## src/rtl/countdown_timer_ctrl.sv

```systemverilog
// Programmable countdown timer controller.
// An internal prescaler produces one-cycle tick enables in the system clock
// domain, and an FSM sequences load, start, pause, clear and auto-reload.
module countdown_timer_ctrl #(
    parameter int TICK_COUNT = 100_000_000,
    parameter int WIDTH      = 16
) (
    input  logic             clk_in,
    input  logic             rst,
    input  logic             load,
    input  logic [WIDTH-1:0] load_value,
    input  logic             start,
    input  logic             pause,
    input  logic             clear,
    input  logic             auto_reload,
    output logic [WIDTH-1:0] count,
    output logic [1:0]       state,
    output logic             running,
    output logic             tick,
    output logic             done_pulse,
    output logic             alarm
);

    localparam int PW = (TICK_COUNT > 1) ? $clog2(TICK_COUNT) : 1;
    localparam logic [PW-1:0]    PRESC_MAX = PW'(TICK_COUNT - 1);
    localparam logic [PW-1:0]    PRESC_ONE = PW'(1);
    localparam logic [WIDTH-1:0] COUNT_ONE = WIDTH'(1);

    typedef enum logic [1:0] {
        IDLE  = 2'd0,
        RUN   = 2'd1,
        PAUSE = 2'd2,
        DONE  = 2'd3
    } state_t;

    state_t           state_q, state_d;
    logic [WIDTH-1:0] count_d;
    logic [WIDTH-1:0] reload_q, reload_d;
    logic [PW-1:0]    presc_q, presc_d;
    logic             tick_d;
    logic             done_d;

    assign state   = state_q;
    assign running = (state_q == RUN);
    assign alarm   = (state_q == DONE);

    // Next-state logic: commands resolve clear > pause > start > load, and
    // RUN advances the prescaler only when neither clear nor pause is present.
    always_comb begin
        state_d  = state_q;
        count_d  = count;
        reload_d = reload_q;
        presc_d  = presc_q;
        tick_d   = 1'b0;
        done_d   = 1'b0;
        unique case (state_q)
            IDLE: begin
                if (clear) begin
                    count_d = reload_q;
                end else if (pause) begin
                    state_d = IDLE;
                end else if (start) begin
                    if (count != '0) begin
                        state_d = RUN;
                        presc_d = '0;
                    end
                end else if (load) begin
                    reload_d = load_value;
                    count_d  = load_value;
                end
            end
            RUN: begin
                if (clear) begin
                    state_d = IDLE;
                    count_d = reload_q;
                    presc_d = '0;
                end else if (pause) begin
                    state_d = PAUSE;
                end else if (presc_q == PRESC_MAX) begin
                    presc_d = '0;
                    tick_d  = 1'b1;
                    if (count == COUNT_ONE) begin
                        done_d = 1'b1;
                        if (auto_reload) begin
                            count_d = reload_q;
                        end else begin
                            count_d = '0;
                            state_d = DONE;
                        end
                    end else if (count != '0) begin
                        count_d = count - COUNT_ONE;
                    end
                end else begin
                    presc_d = presc_q + PRESC_ONE;
                end
            end
            PAUSE: begin
                if (clear) begin
                    state_d = IDLE;
                    count_d = reload_q;
                    presc_d = '0;
                end else if (pause) begin
                    state_d = PAUSE;
                end else if (start) begin
                    state_d = RUN;
                end
            end
            DONE: begin
                if (clear) begin
                    state_d = IDLE;
                    count_d = reload_q;
                end else if (pause) begin
                    state_d = DONE;
                end else if (start) begin
                    if (reload_q != '0) begin
                        state_d = RUN;
                        count_d = reload_q;
                        presc_d = '0;
                    end
                end else if (load) begin
                    state_d  = IDLE;
                    reload_d = load_value;
                    count_d  = load_value;
                end
            end
            default: begin
                state_d = IDLE;
            end
        endcase
    end

    // State and datapath registers with synchronous reset.
    always_ff @(posedge clk_in) begin
        if (rst) begin
            state_q    <= IDLE;
            count      <= '0;
            reload_q   <= '0;
            presc_q    <= '0;
            tick       <= 1'b0;
            done_pulse <= 1'b0;
        end else begin
            state_q    <= state_d;
            count      <= count_d;
            reload_q   <= reload_d;
            presc_q    <= presc_d;
            tick       <= tick_d;
            done_pulse <= done_d;
        end
    end

endmodule
```

## config.mk

```make
export PLATFORM = sky130hd
export DESIGN_NAME = countdown_timer_ctrl
export DESIGN_NICKNAME = d
export VERILOG_FILES = /design/src/rtl/countdown_timer_ctrl.sv
export SDC_FILE = /design/constraint.sdc
export NUM_CORES = 1
export LEC_CHECK = 0
export BUFFER_PORTS_ARGS = -buffer_cell sky130_fd_sc_hd__buf_4
export CORE_MARGIN = 1.5
export CORE_UTILIZATION = 38
export DETAILED_ROUTE_END_ITERATION = 12
export PLACE_DENSITY = 0.56
export SLEW_MARGIN = 5
export SYNTH_ARGS = -nofsm -noshare
export SYNTH_HDL_FRONTEND = slang
export SYNTH_SLANG_ARGS = --single-unit
```

## constraint.sdc

```tcl
create_clock -name clk_in -period 2.6 [get_ports clk_in]
set_clock_uncertainty 0.15 [all_clocks]
set_input_delay 0.52 -clock clk_in [delete_from_list [all_inputs] [get_ports clk_in]]
set_output_delay 0.52 -clock clk_in [all_outputs]
set_load 0.01 [all_outputs]
```

# Yosys cells after proc, flatten, opt, wreduce, memory -nomap -nowiden
# Cells that the tools add are included.
# op_classes
n_lt_le_gt_ge,0
n_mux,49
n_shift,0
add_sub_neg,2
n_eq_ne,29
bitwise,5
n_reduce_logical,10
div_mod_pow,0
multipliers,0
# ops
op,count
27-bit two-way mux,12
16-bit two-way mux,15
27-bit case mux with 4 select lines,1
16-bit case mux with 4 select lines,1
2-bit two-way mux,17
16-bit nonzero test,2
"27-bit by 1-bit adder with 27-bit output, second input constant",1
"27-bit == test, second input constant",1
"3-bit inequality test, second input constant",6
"16-bit by 1-bit == test with 1-bit output, second input constant",1
"2-bit inequality test, second input constant",8
"16-bit by 1-bit subtractor with 16-bit output, second input constant",1
"4-bit by 3-bit inequality test with 1-bit output, second input constant",3
10-bit AND reduction,1
9-bit AND reduction,1
"4-bit inequality test, second input constant",2
2-bit case mux with 4 select lines,1
8-bit AND reduction,1
"5-bit by 4-bit inequality test with 1-bit output, second input constant",1
"5-bit inequality test, second input constant",1
1-bit NOT,5
5-bit AND reduction,1
5-bit OR reduction,1
"2-bit == test, second input constant",2
8 further kinds,9
# word_totals
n_memories,0
word_cells,101
latch_bits,0
output_inout_bits,22
ram_bits,0
reg_bits,63
mem_bits_ro,0

# Depth between registers and ports, before layout
# Gate-level depths: netlist of run 1.
# logic_depth
word_depth,7
mapped_depth,11
depth_no_buf,8

# Least setup slack after synthesis of run 1
# Ideal clock, no wire load.
# synth_timing
path_type,flip-flop to flip-flop
start,register state_q[0] (netlist: state[0])
end,register count[8]
arrival_time_ps,2137
path_slack_ps,195
required_time_ps,2333
n_path_buf,2
setup_time_ps,117
path_stages_with_launch,11
period_less_slack_ps,2405
path_cell_list,dfxtp_1 inv_1 ha_1 buf_2 or3_1 a21oi_1 o22ai_1 a211oi_1 nor2_1 buf_4 a32o_1
# synth_between
elab_chain_len,3
word_cells_on_any_way,14
classes_between,eq/ne (11); mux (1); reduce/logical (2)
# synth_rtl
element,line,text
start: declaration,36,"state_t state_q, state_d;"
start signal: assignment,142,state_q <= state_d;
2-bit by 1-bit == test with 1-bit output (tied with other cells),56,unique case (state_q)
4-bit by 2-bit inequality test with 1-bit output (no source line) (tied with other cells),n/a,
8-bit AND reduction (no source line),n/a,
end signal: assignment,143,count <= count_d;
end: declaration,16,"output logic [WIDTH-1:0] count,"
# Parallel ways exist; a longest one is shown, timed or not.
# A chain may end at the register's enable or synchronous reset.

# Final worst setup path of run 1
# layout_timing
start,register presc_q[0]
end,register state_q[0] (netlist: state[0])
# layout_between
elab_chain_len,3
# layout_rtl
element,line,text
start: declaration,39,"logic [PW-1:0] presc_q, presc_d;"
start signal: assignment,145,presc_q <= presc_d;
27-bit == test,79,end else if (presc_q == PRESC_MAX) begin
4-bit by 3-bit inequality test with 1-bit output (no source line),n/a,
9-bit AND reduction (no source line),n/a,
# Every way passes these cells.

==> results of run 1 <==
[layer usage]
metal | vias to the layer above | share of wire | track usage
met5 | - | 0 | 0
met2 | 100 | 0.43 | 0.305
li1 | 1889 | - | -
met1 | 1790 | 0.51 | 0.306
met4 | 0 | 0.0090 | 0.0454
met3 | 9 | 0.054 | 0.0454
[worst max-delay path by stage]
stage | start | slack (ps) | depth (start not counted) | end
floorplan | state[0] | 200 | 10 | count[8]
global placement | state[0] | 110 | 9 | presc_q[7]
detailed placement | state[0] | 30 | 9 | presc_q[7]
CTS | state[0] | 30 | 9 | presc_q[12]
global route | presc_q[0] | 10 | 8 | count[5]
finish | presc_q[0] | 140 | 7 | state[0]
[cells by family (layout without fill, tap and decap cells)]
kind of cell | Yosys count | in the layout | synth area share
AOI/OAI and AO/OA | 110 | 110 | 0.181
xor gates and xnor gates | 21 | 21 | 0.0454
adders and majority gates | 8 | 8 | 0.0247
buffers and inverters | 38 | 108 | 0.0519
DFF | 63 | 63 | 0.311
muxes | 47 | 47 | 0.121
and+or+nand+nor | 189 | 189 | 0.264
[worst register-to-register path, stage by stage, from the launching register on]
cell	delay, ps
dfxtp_1	380
ha_1	210
nand4_2	170
nor4b_1	330
nand4_1	250
or3_1	400
a31o_1	260
a211oi_2	220
[cell type report]
type / count / share of cell area
sequential: 63 / 0.257
tap: 136 / 0.0346
clock buffer: 11 / 0.0288
inverter: 11 / 0.00840
timing repair buffer: 81 / 0.124
clock inverter: 5 / 0.0165
multi-input combinational: 375 / 0.531
[per-stage QoR]
step                setup slack, ps  utilization
detailed placement             27.9        0.451
CTS                            29.6        0.473
finish                          136        0.476
floorplan                       195            -
global placement                113        0.451
global route                   13.8        0.476
[power groups by stage]
stage | Sequential [mW] | Clock [mW] | Combinational (mW)
after global placement | 1.17 | 0 | 1.55
after global routing | 1.16 | 1.04 | 1.76
final | 1.15 | 0.974 | 1.60
after CTS | 1.14 | 0.996 | 1.57
after floorplan | 1.20 | 0 | 1.01
after detailed placement | 1.17 | 0 | 1.55
[cells in the final DEF (no fill, tap or decap), types with 3 or more instances in the layout]
| cell type | count |
|---|---|
| nor3_1 | 7 |
| a32o_1 | 14 |
| or4_1 | 5 |
| o22ai_1 | 4 |
| nand2_1 | 46 |
| buf_4 | 81 |
| inv_1 | 11 |
| or3_1 | 16 |
| nand2b_1 | 8 |
| o211ai_1 | 11 |
| nand3b_1 | 3 |
| o31ai_1 | 7 |
| nor2_1 | 41 |
| nand3_2 | 3 |
| xnor2_1 | 7 |
| o21ai_0 | 19 |
| mux2i_1 | 31 |
| ha_1 | 7 |
| dfxtp_1 | 61 |
| nand4_2 | 3 |
| nor4b_1 | 5 |
| nand3_1 | 14 |
| clkbuf_8 | 10 |
| nand4_1 | 8 |
| a21oi_1 | 40 |
| xor2_1 | 14 |
| mux2_2 | 16 |
| nor4_1 | 6 |
[sequential cells by signal (all words and copies together) (netlist names)]
register	flops
count	16
done_pulse	1
state	2
presc_q	27
reload_q	16
tick	1
[repair_timing]
item	4_1_cts	5_1_grt
pin swaps	0	2
gates resized for setup	1	8
setup buffers	0	1
setup endpoints to repair	1	40
==> results.md, run 1 <==
* Number of synthesized flops with an enable pin at 0
* WL/cell at approximately 16 um
* DR iter-0 viols at 220
* Lkg Pwr at ~2.0 nW
* Achievable frequency at 0.406 GHz
* Core box area at approximately 10000 um^2
* Tmin final at 2460 ps
* Die outline height at 106 um
* Cells after Synth at 476
* Internal power at 2.34 mW
* Tot GR Track Use at 0.207
* Fin cells at 682
* Largest cells by area after synthesis: dfxtp_1 31%, mux2i_1 7.7%, a21oi_1 4.9%, mux2_2 4.4%, nand2_1 4.3%
* Clk Latency, worst-skew pair at about 350 ps
* Run status: finished clean
* Worst R2R Start: presc_q[0]
* Number of cells in the design after placement at about 670
* IO Pins at between 40 and 50
* Layout net count at 572
* Slew @ Worst Pin at 561 ps
* Initial DRT Pass Iterations at 4
* Die footprint at 11300 um^2
* Worst Hold End: reload_q[5]
* Hold_ws at 263 ps
* Synth Warn # at 0
* Multi-input gate area at 2610 um^2
* # setup viols final at 0
* H-Tree Depth at 3
* Yosys top cell area share at 0.311
* Ys async rst share at 0
* P&R area growth vs syn at 21.4%
* CP max stage delay at 400 ps
* Largest area contributor in the netlist: dfxtp_1
* Buffers & Inverters on Critical Path at 0
* Clock buffer count from CTS at 9
* Worst R2R End: state[0]
* Vias in the first global route at 3554
* Most used DFF post-synth: dfxtp_1
* Hold_buf cts at 0
* Total grt overflow at 0
* Ant. Diodes at 0
* Post-route DRC at 0
* Critical path peak fanout at 4
* Crit Path Category: reg -> reg
* Placed Area at 4660 um^2
* Clock root cell: clkbuf_8
* CTS tree: yes
* Max Slew Vio Count at 0
* Sequential cell area at 1260 um^2
* Fin crit share at 0.948
* WP data arrival at 2570 ps
* Post-synthesis sequential area ratio at 0.311
* Clock Tree Buf Depth at 2
* Die Width at 106 um
* Register-to-Register Setup Slack at 140 ps
* I/O Buffers at 44
* CP Cell Sequence: ha_1, nand4_2, nor4b_1, nand4_1, or3_1, a31o_1, a211oi_2
* Final hold violations at 0
* Global-route wire length before repair at 18600 um
* Finished Cell Area at 4920 um^2
* CP max stage cell: or3_1
* Sink Count at 63
* Psw at 1.38 mW
* Placer Congestion at approximately 0.84
* Combinational power share at 0.430
* Hold Crit Class: in -> reg
* Via density at 5.55
* Setup TNS at 0 ps
* Final WL at 11200 um
* Worst setup SP type: register
* Maxcap violations at 0
* Starting density of the core at 0.392
* PwrDens at 757 nW/um^2
* Row cnt at 37
* Number of synthesized register bits at 63
* Critical Path Sink Type: register
* Crit-path leading delay family: simple AND/OR/NAND/NOR gates
* R2R cell count at 7
* Most common cell in the netlist: dfxtp_1
* Clock Power Share at 0.262
* Worst slew margin at 0.623
* Dpl hpwl at 8000 um
* ANT nets after route at 0
* Syn Area/Cell at about 8.5 um^2
* Fillers at 1030
* Cell variety after synth at 62
* Top post-synthesis cells by count: 63 x dfxtp_1, 46 x nand2_1, 42 x nor2_1
* Pwr Total at between 3 and 4 mW
* Switching share of power at 0.371
* Hold depth at 3
* Largest net degree at the start of global routing at 28
* HP Start: load_value[5]
* Share of cells above drive strength 1 at 0.256
* CP required at 2710 ps
* RSZ-0062 raised after global routing: no
* Vias at 3788
* Cell Area, Synth at about 4000 um^2
* Worst vdd ir at 0.293 mV
* Initial antenna violation count at 0
* Clk pin slew, worst setup/hold paths at 80 ps
* Flop pwr share at 0.308
* Syn_nets at around 510
(Power assumes the default switching activity.)
==> run 2: changes to the inputs <==
--- a/config.mk
+++ b/config.mk
@@ -5,11 +5,12 @@
 export SDC_FILE = /design/constraint.sdc
 export NUM_CORES = 1
 export LEC_CHECK = 0
+export ABC_AREA = 1
 export BUFFER_PORTS_ARGS = -buffer_cell sky130_fd_sc_hd__buf_4
 export CORE_MARGIN = 1.5
 export CORE_UTILIZATION = 38
 export DETAILED_ROUTE_END_ITERATION = 12
-export PLACE_DENSITY = 0.56
+export PLACE_DENSITY = 0.55
 export SLEW_MARGIN = 5
 export SYNTH_ARGS = -nofsm -noshare
 export SYNTH_HDL_FRONTEND = slang
==> run 2 against run 1 <==
Effect of this change: final area grew 21%; sequential share of layout area is 4.4 points lower; global-route usage rose by 4.6 points; non-clock buffer count down 14; maximum frequency grew 4.1%; clock-buffer cell count fell by 1; synthesized area grew 26%; synthesized cell count rose by 74%; power grew 78%; critical path depth is 4 higher; critical path type unchanged; critical endpoint is now presc_q[11]; largest cell class unchanged.
==> results.md, run 2 <==
* Critical Path Sink Type: register
* Yosys top cell area share at 0.247
* Most flop-heavy register: presc_q
* Largest area contributor in the netlist: dfxtp_1
* Dpl ws at between 100 and 150 ps
* Most frequent cells in the layout: 204 x nand2_1, 99 x nor2_1, 71 x inv_1, 66 x buf_4, 63 x dfxtp_1
* Worst vdd ir at 0.920 mV
* Fillers at 1410
* Die footprint at 14100 um^2
* Cell variety after synth at 45
* Clk pin slew, worst setup/hold paths at 60 ps
* Top post-synthesis cells by count: 204 x nand2_1, 99 x nor2_1, 71 x inv_1
* Clock buffer count from CTS at 9
* Sink Count at 63
* Post-CTS setup buffer count at 0
* Largest cells by area after synthesis: dfxtp_1 25%, nand2_1 15%, nor2_1 7.3%, a21oi_1 6.1%, o21ai_0 6.1%
* I/O Buffers at 44
* RSZ-0062 raised after global routing: no
* Cells after Synth at 827
* Most common cell after layout, fill and taps aside: nand2_1
* Post-route DRC at 0
* WP data arrival at about 2500 ps
* Crit Path Category: reg -> reg
* Initial antenna violation count at 0
* Setup TNS at 0 ps
* Global-route wire length before repair at around 28000 um
* Final hold violations at 0
* Number of cells in the design after placement at between 1000 and 1500
* Total grt overflow at 0
* Layout net count at 900
* CP required at approximately 2700 ps
* P&R area growth vs syn at 16.3%
* Clock Tree Buf Depth at 2
* Hold_ws at 311 ps
* Hold Crit Class: in -> reg
* Critical path peak fanout at 15
* Clock root cell: clkbuf_16
* Via density at 5.48
* Post-synthesis sequential area ratio at 0.247
* CTS tree: yes
* PwrDens at roughly 1100 nW/um^2
* Lkg Pwr at between 2 and 2.5 nW
* Number of synthesized register bits at 63
* Worst slew margin at 0.509
* PnR worst setup slack at approximately 230 ps
* Die Width at 119 um
* Run status: finished clean
* Tmin final at 2370 ps
* Number of synthesized flops with an enable pin at 0
* Pwr Total at around 6.6 mW
* Dpl hpwl at 12200 um
* Ant. Diodes at 0
* # setup viols final at 0
* Worst setup SP type: register
* Cell Area, Synth at 5100 um^2
* Starting density of the core at 0.387
* IO Pins at 45
* Ys async rst share at 0
* Syn_nets at 858
* Tot GR Track Use at 0.253
* Hold_buf cts at 0
* Vias at 5749
* Slew @ Worst Pin at ~730 ps
* H-Tree Depth at 3
* ANT nets after route at 0
* DR iter-0 viols at 484
* Vias in the first global route at 5379
* WL/cell at 16.3 um
* Row cnt at 42
* Largest register FFs at 27
* Biggest regs: presc_q (27), count (16), reload_q (16)
* Core box area at 13200 um^2
* Synth Warn # at 0
* Max Slew Vio Count at 0
* Share of cells above drive strength 1 at 0.161
* Final WL at 17100 um
* Clk Latency, worst-skew pair at 350 ps
* Maxcap violations at 0
* Most common cell in the netlist: nand2_1
* Syn Area/Cell at 6.17 um^2
* Fin cells at 1050
* Most used DFF post-synth: dfxtp_1
* Placer Congestion at 0.930
* Fin crit share at 0.910
* Largest net degree at the start of global routing at 27
* Achievable frequency at 0.423 GHz
* Initial DRT Pass Iterations at 6
* Die outline height at 119 um
==> run 2: kinds of logic after synthesis <==
| group | count (synthesis) | share of synthesized area |
|---|---|---|
| AOI/OAI and AO/OA | 177 | 0.200 |
| xor gates and xnor gates | 12 | 0.0206 |
| adders and majority gates | 8 | 0.0196 |
| buffers and inverters | 123 | 0.103 |
| DFF | 63 | 0.247 |
| muxes | 7 | 0.0137 |
| and+or+nand+nor | 437 | 0.396 |
==> run 2: worst max-delay path, cell delays in order, from the launching register on <==
cell      delay, ps
dfxtp_1         410
inv_1           100
ha_1            340
nand2_4         210
a31oi_1         100
nor3_1          140
nand2_1          80
clkinv_1         70
nand2_2         150
buf_4           240
o21ai_0         180
a21oi_1          90
==> run 2: timing repair <==
action                                 4_1_cts  5_1_grt
endpoints found under the hold margin        0        0
gates resized for setup                      0        3
setup endpoints to repair                    0       12
==> run 2: worst paths after layout <==
path	depth (start not counted)	from	end	slack, ps
setup / recovery	11	state[1]	presc_q[11]	230
hold reg to reg	2	presc_q[9]	presc_q[9]	350
hold / removal	3	load_value[2]	reload_q[2]	310
setup reg to reg	11	state[1]	presc_q[11]	230
==> run 2: per-layer routing <==
metal | vias to the layer above | part of all wire | global-route usage | wire, um
met5 | - | 0 | 0 | 0
met4 | 0 | 0.021 | 0.108 | 361
met3 | 28 | 0.064 | 0.0374 | 1100
met2 | 239 | 0.44 | 0.385 | 7450
met1 | 2647 | 0.48 | 0.355 | 8200
li1 | 2835 | - | - | -
==> run 2: stage by stage <==
step                instance area (um^2)   util
global placement                    5640  0.427
CTS                                 5930  0.449
floorplan                           5100      -
detailed placement                  5640  0.427
global route                        5930  0.450
finish                              5930  0.450
==> run 2: report_power, final <==
group          internal, mW  switching (mW)
registers              1.12           0.205
clock network         0.739           0.497
logic                  1.42            2.65
total                  3.28            3.36
==> run 2: cell type report <==
| type | instances | area, um^2 | share of cell area |
|---|---|---|---|
| inverter | 87 | 332 | 0.0559 |
| sequential | 63 | 1260 | 0.213 |
| clock buffer | 10 | 229 | 0.0386 |
| multi-input combinational | 641 | 3310 | 0.559 |
| clock inverter | 6 | 61.3 | 0.0103 |
| timing repair buffer | 67 | 515 | 0.0869 |
| tap | 176 | 220 | 0.0371 |
